File: config.mk
export PLATFORM = sky130hd
export DESIGN_NAME = asrv32_fetch
export DESIGN_NICKNAME = d
export VERILOG_FILES = /design/src/rtl/asrv32_fetch_pkg.sv /design/src/rtl/asrv32_fetch_skid.sv /design/src/rtl/asrv32_fetch.sv
export SDC_FILE = /design/constraint.sdc
export NUM_CORES = 1
export LEC_CHECK = 0
export ABC_AREA = 1
export ABC_CLOCK_PERIOD_IN_PS = 3020
export CORE_ASPECT_RATIO = 1.25
export CORE_MARGIN = 5
export CORE_UTILIZATION = 35
export DETAILED_ROUTE_END_ITERATION = 10
export PLACE_DENSITY = 0.69
export REMOVE_ABC_BUFFERS = 1
export SLEW_MARGIN = 20
export SYNTH_ARGS = -nofsm -noshare
export SYNTH_HDL_FRONTEND = slang
export SYNTH_SLANG_ARGS = --single-unit
File: constraint.sdc
create_clock -name i_clk -period 3.02 [get_ports i_clk]
set_clock_uncertainty 0.2 [all_clocks]
set_input_delay 0.604 -clock i_clk [delete_from_list [all_inputs] [get_ports i_clk]]
set_output_delay 0.604 -clock i_clk [all_outputs]
set_load 0.02 [all_outputs]
File: src/rtl/asrv32_fetch_pkg.sv
// Shared definitions for the ASRV32 fetch stage: NOP encoding, fetch FSM
// state type and a PC increment helper.
package asrv32_fetch_pkg;

    localparam logic [31:0] NOP           = 32'h0000_0013;
    localparam int          FETCH_STATE_W = 2;

    typedef enum logic [FETCH_STATE_W-1:0] {
        S_IDLE  = 2'd0,
        S_FETCH = 2'd1,
        S_HOLD  = 2'd2,
        S_DRAIN = 2'd3
    } fetch_state_e;

    // Next sequential PC; wraps modulo 2^32 with no flag.
    function automatic logic [31:0] pc_inc(input logic [31:0] pc);
        return pc + 32'd4;
    endfunction

endpackage

File: src/rtl/asrv32_fetch_skid.sv
// One-entry {inst, pc} skid buffer. Clear wins over load, load over unload.
module asrv32_fetch_skid
    import asrv32_fetch_pkg::*;
(
    input  logic        i_clk,
    input  logic        i_rst,
    input  logic        i_load,
    input  logic        i_unload,
    input  logic        i_clear,
    input  logic [31:0] i_inst,
    input  logic [31:0] i_pc,
    output logic [31:0] o_inst,
    output logic [31:0] o_pc,
    output logic        o_full
);

    logic        r_full;
    logic [31:0] r_inst;
    logic [31:0] r_pc;

    // Capture a response that decode could not take; release on unload.
    always_ff @(posedge i_clk) begin
        if (i_rst) begin
            r_full <= 1'b0;
            r_inst <= NOP;
            r_pc   <= 32'h0;
        end else if (i_clear) begin
            r_full <= 1'b0;
        end else if (i_load) begin
            r_full <= 1'b1;
            r_inst <= i_inst;
            r_pc   <= i_pc;
        end else if (i_unload) begin
            r_full <= 1'b0;
        end
    end

    assign o_inst = r_inst;
    assign o_pc   = r_pc;
    assign o_full = r_full;

endmodule

File: src/rtl/asrv32_fetch.sv
// ASRV32 instruction-fetch stage. Single outstanding memory request, one-entry
// skid for downstream stalls, redirect with in-flight response discard.
// Optional build macro: ASRV32_FETCH_MISALIGN_CHECK_EN adds
// o_exception_misaligned and turns misaligned redirect targets into an
// exception slot instead of a memory request.
module asrv32_fetch
    import asrv32_fetch_pkg::*;
#(
    parameter logic [31:0] PC_RESET = 32'h0000_0000
) (
    input  logic        i_clk,
    input  logic        i_rst,
    output logic        o_stb_inst,
    output logic [31:0] o_iaddr,
    input  logic        i_ack_inst,
    input  logic [31:0] i_inst,
    output logic [31:0] o_inst,
    output logic [31:0] o_pc,
    output logic        o_ce,
    input  logic        i_stall,
    input  logic        i_flush,
    input  logic        i_change_pc,
    input  logic [31:0] i_next_pc
`ifdef ASRV32_FETCH_MISALIGN_CHECK_EN
    ,
    output logic        o_exception_misaligned
`endif
);

    fetch_state_e r_state, w_state_nxt;
    logic [31:0]  r_iaddr, w_iaddr_nxt;
    logic         r_ce, w_ce_nxt;
    logic [31:0]  r_inst, w_inst_nxt;
    logic [31:0]  r_pc, w_pc_nxt;
    logic [31:0]  r_redir, w_redir_nxt;
    logic         r_exc, w_exc_nxt;

    logic         w_stb;
    logic [31:0]  w_tgt;
    logic         w_tgt_mis;
    logic         w_redir_mis;
    logic         w_skid_load, w_skid_unload, w_skid_clear, w_skid_full;
    logic [31:0]  w_skid_inst, w_skid_pc;

`ifdef ASRV32_FETCH_MISALIGN_CHECK_EN
    assign w_tgt       = i_next_pc;
    assign w_tgt_mis   = |i_next_pc[1:0];
    assign w_redir_mis = |r_redir[1:0];
    assign o_exception_misaligned = r_exc;
`else
    logic w_unused_lsb;
    assign w_tgt        = {i_next_pc[31:2], 2'b00};
    assign w_tgt_mis    = 1'b0;
    assign w_redir_mis  = 1'b0;
    assign w_unused_lsb = ^i_next_pc[1:0];
`endif

    // DRAIN keeps the original request up until its response arrives.
    assign w_stb = (r_state == S_FETCH) || (r_state == S_DRAIN);

    asrv32_fetch_skid u_skid (
        .i_clk    (i_clk),
        .i_rst    (i_rst),
        .i_load   (w_skid_load),
        .i_unload (w_skid_unload),
        .i_clear  (w_skid_clear),
        .i_inst   (i_inst),
        .i_pc     (r_iaddr),
        .o_inst   (w_skid_inst),
        .o_pc     (w_skid_pc),
        .o_full   (w_skid_full)
    );

    // State register.
    always_ff @(posedge i_clk) begin
        if (i_rst) r_state <= S_IDLE;
        else       r_state <= w_state_nxt;
    end

    // Datapath registers.
    always_ff @(posedge i_clk) begin
        if (i_rst) begin
            r_iaddr <= PC_RESET;
            r_ce    <= 1'b0;
            r_inst  <= NOP;
            r_pc    <= PC_RESET;
            r_redir <= PC_RESET;
            r_exc   <= 1'b0;
        end else begin
            r_iaddr <= w_iaddr_nxt;
            r_ce    <= w_ce_nxt;
            r_inst  <= w_inst_nxt;
            r_pc    <= w_pc_nxt;
            r_redir <= w_redir_nxt;
            r_exc   <= w_exc_nxt;
        end
    end

    // Next-state and datapath update; change beats flush beats stall.
    always_comb begin
        w_state_nxt   = r_state;
        w_iaddr_nxt   = r_iaddr;
        w_ce_nxt      = r_ce;
        w_inst_nxt    = r_inst;
        w_pc_nxt      = r_pc;
        w_redir_nxt   = r_redir;
        w_exc_nxt     = r_exc;
        w_skid_load   = 1'b0;
        w_skid_unload = 1'b0;
        w_skid_clear  = 1'b0;

        if (i_change_pc) begin
            w_ce_nxt     = 1'b0;
            w_skid_clear = 1'b1;
            w_exc_nxt    = 1'b0;
            if (w_stb && !i_ack_inst) begin
                // Request still in flight: park the target until it lands.
                w_redir_nxt = w_tgt;
                w_state_nxt = S_DRAIN;
            end else if (w_tgt_mis) begin
                w_state_nxt = S_HOLD;
                w_exc_nxt   = 1'b1;
                w_ce_nxt    = 1'b1;
                w_inst_nxt  = NOP;
                w_pc_nxt    = w_tgt;
            end else begin
                w_iaddr_nxt = w_tgt;
                w_state_nxt = S_FETCH;
            end
        end else begin
            if (i_flush) begin
                w_ce_nxt     = 1'b0;
                w_skid_clear = 1'b1;
                w_exc_nxt    = 1'b0;
            end
            case (r_state)
                S_IDLE: w_state_nxt = S_FETCH;
                S_FETCH: begin
                    if (i_ack_inst) begin
                        w_iaddr_nxt = pc_inc(r_iaddr);
                        if (i_flush) begin
                            // Response completes the request but is dropped.
                        end else if (r_ce && i_stall) begin
                            w_skid_load = 1'b1;
                            w_state_nxt = S_HOLD;
                        end else begin
                            w_inst_nxt = i_inst;
                            w_pc_nxt   = r_iaddr;
                            w_ce_nxt   = 1'b1;
                        end
                    end else if (r_ce && !i_stall) begin
                        w_ce_nxt = 1'b0;
                    end
                end
                S_HOLD: begin
                    if (i_flush) begin
                        w_state_nxt = S_FETCH;
                    end else if (!r_exc && w_skid_full && !i_stall) begin
                        w_inst_nxt    = w_skid_inst;
                        w_pc_nxt      = w_skid_pc;
                        w_ce_nxt      = 1'b1;
                        w_skid_unload = 1'b1;
                        w_state_nxt   = S_FETCH;
                    end
                end
                S_DRAIN: begin
                    if (i_ack_inst) begin
                        if (w_redir_mis) begin
                            w_state_nxt = S_HOLD;
                            w_exc_nxt   = 1'b1;
                            w_ce_nxt    = 1'b1;
                            w_inst_nxt  = NOP;
                            w_pc_nxt    = r_redir;
                        end else begin
                            w_iaddr_nxt = r_redir;
                            w_state_nxt = S_FETCH;
                        end
                    end
                end
                default: w_state_nxt = S_IDLE;
            endcase
        end
    end

    assign o_stb_inst = w_stb;
    assign o_iaddr    = r_iaddr;
    assign o_ce       = r_ce;
    assign o_inst     = r_inst;
    assign o_pc       = r_pc;

endmodule

==> metrics.md, run 1 <==
| Metric | Value |
|---|---|
| Seq cells post-synth | 188 |
| Max-slew violations | 0 |
| Multiplexer share of the synthesized area | 0% |
| Maximum vdd drop | 0.343 mV |
| Post-synthesis xor/xnor area fraction | 0.503% |
| Core ar. | about 25000 um2 |
| Via count | 8523 |
| Final period demand of the worst path | 2.78 ns |
| Synth top area share | between 40 and 50% |
| Number of fill cells in the layout | between 2k and 2.5k |
| Area share of and/or/nand/nor cells after synthesis | 27.0% |
| Cell count after synthesis | approximately 1.2k |
| FP Rows | 64 |
| Final WS setup | roughly 0.24 ns |
| P_leak | a little over 0.004 uW |
| Slew HR | 51.1% |
| DR WL/cell | approximately 15 um |
| Most common cell after layout, fill and taps aside | nand2_1 |
| PwrDens | 533 nW/um2 |
| Post-DP Area | 10500 um2 |
| Dpl ws | 0.366 ns |
| Unique cell type count in the Yosys netlist | 33 |
| Worst hold path class | register to register |
| Layout cells sized above 1 | ~7.6% |
| Cts bufs inserted | 17 |
| Total grt overflow | 0 |
| CTS tree | yes |
| Total Wirelength | 26000 um |
| Fin area | 11100 um2 |
| Largest net degree at the start of global routing | approximately 130 |
| Worst-margin pin slew | 0.733 ns |
| Initial Util | between 30% and 40% |
| First-pass GRT wire length | 41500 um |
| Clock Path Buffers | 2 |
| # Max-Cap Violations | 0 |
| Routed vias/inst | 5.03 |
| Nets | approximately 1.4k |
| Clk network pwr share | 38.7% |
| Clk Latency, worst-skew pair | around 0.42 ns |
| Drt first pass iters | 5 |
| Post-Syn Area | around 8700 um2 |
| Vias in the first global route | around 8.1k |
| Largest cells by area after synthesis | dfxtp_1 43%, nand2_1 14%, o21ai_0 6.7% |
| CP Capture Type | primary output |
| Worst reg-to-reg setup slack | 0.77 ns |
| Setup bufs post-CTS | 0 |
| Hold_buf cts | 0 |
| Synth-to-layout area growth | 27.6% |
| Unrepaired setup endpoints after global routing | no |
| # diodes | 0 |
| Fin util | a little under half |
| Yosys top cell by area | dfxtp_1 |
| Yosys warning count | 0 |
| CTS root buffer | clkbuf_16 |
| Post-route clock period utilization | 92.1% |
| Dpl hpwl | 17100 um |
| Initial antenna violation count | 0 |
| Startpoint types | register |
| DRC viols | 0 |
| Sequential share of power | 45.6% |
| Setup TNS | 0 ns |
| Crit Path Max Fanout | 4 |
| Final Hold Viols | 0 |
| Arr. time, crit path | approximately 2.0 ns |
| Most frequent cells in the layout | 314 x nand2_1, 188 x dfxtp_1, 159 x clkdlybuf4s50_1 |
| H-tree Lvls | 4 |
| Die Span X | between 150 and 200 um |
| Clock transition at the registers of the reported paths | 0.06 ns |
| Status | completed |
| Resize count post-CTS | 0 |
| Int Power | 4310 uW |
| Critical Path RT | approximately 2.2 ns |
| Sw Share | 27.2% |
| Boundary Pins | 168 |
| Die area | 28100 um2 |
| Tot GR Track Use | 18.3% |
| IO buf count | ~160 |
| Final Hold Slack | 0.262 ns |
| Die H | 186 um |
| Main combinational cell family by area after synthesis | simple AND/OR/NAND/NOR gates |
| Detail Route Antenna Nets | 0 |
| DRT iter0 DRCs | 496 |
| Achievable clock frequency | 360 MHz |
| Net Switching | 1610 uW |
| WS Path Type | register to primary output |
| Routability cong. | ~0.86 |
| Avg Cell Area, Syn | 7.02 um2 |
| Final Setup Violations | 0 |
| Post-synthesis compound-gate area fraction | 20.7% |
| Sink Count | 188 |
| Synth Area in Adders | 0.575% |
| Sequential fraction of the synthesis area | 43.2% |
| Combinational power share | 15.8% |
[power by group through the flow]
| stage | sequential, uW | clock, uW | combinational, uW |
|---|---|---|---|
| CTS | 2700 | 2340 | 941 |
| global placement | 2750 | 0 | 925 |
| detailed placement | 2750 | 0 | 936 |
| floorplan | 2830 | 0 | 373 |
| global route | 2710 | 2450 | 1020 |
| finish | 2700 | 2290 | 933 |
[per-layer routing]
metal | global-route usage [%] | share of wire (%) | up-vias
met5 | 0 | 0 | -
met4 | 6.49 | 2.2 | 0
met3 | 3.44 | 5.8 | 41
met2 | 31.8 | 50 | 251
met1 | 22.5 | 42 | 3910
li1 | - | - | 4321
[cells by family after synthesis]
family,count (synthesis)
simple gates,567
compound gates,332
flops,188
buf+inv,143
xor+xnor,5
fa+ha+maj,4
other cells,1
[synthesized netlist by cell type (all sizes together)]
cell,number
o21ai,148
nor3,3
o21a,3
nand2,326
o211ai,8
a31oi,60
clkbuf,44
inv,51
xnor2,1
buf,48
a21o,1
nand3,70
ha,4
nor2,165
dfxtp,188
a21oi,112
and2,3
conb,1
xor2,4
[layout make-up]
type                            count  area, um2  area share (%)
Tap cell                          330        413            3.72
Timing Repair Buffer              182       1850            16.6
Sequential cell                   188       3760            33.9
Inverter                           51        198            1.78
Clock buffer                       22        494            4.45
Clock inverter                      8        106           0.958
Multi-Input combinational cell    912       4280            38.6
[critical path, cell delays in order (launching register included)]
cell and delay (ns):
dfxtp_1 0.34, inv_1 0.08, ha_1 0.22, inv_2 0.08, nand2_1 0.19, clkdlybuf4s50_1 0.65
[path summary, 6_finish.rpt]
| path | cells after the start | end | start |
|---|---|---|---|
| setup / recovery | 5 | o_stb_inst | r_state[1] |
| hold / removal | 2 | r_redir[10] | r_redir[10] |
| setup reg to reg | 9 | o_inst[10] | r_state[0] |
| hold reg to reg | 2 | r_redir[10] | r_redir[10] |
[stage by stage]
step	power, uW	instances
4_1_cts	5970	1693
5_1_grt	6190	1693
6_report	5920	1693
3_5_place_dp	3690	1663
3_3_place_gp	3680	1663
2_1_floorplan	3200	1151
[flip-flops by register name, summed over array words and instances (netlist names)]
register and flops:
o_inst 32, u_skid.o_inst 32, o_iaddr 30, o_pc 30
r_redir 30, u_skid.o_pc 30, r_state 2, o_ce 1
u_skid.o_full 1
Power figures use the tool's default switching activity.
==> run 2: changes to the inputs <==
--- a/config.mk
+++ b/config.mk
@@ -10,6 +10,7 @@
 export CORE_ASPECT_RATIO = 1.25
 export CORE_MARGIN = 5
 export CORE_UTILIZATION = 35
+export CTS_CLUSTER_DIAMETER = 200
 export DETAILED_ROUTE_END_ITERATION = 10
 export PLACE_DENSITY = 0.69
 export REMOVE_ABC_BUFFERS = 1
==> results of run 2 <==
Final layout, timing and power as in run 1 (identical DEF).
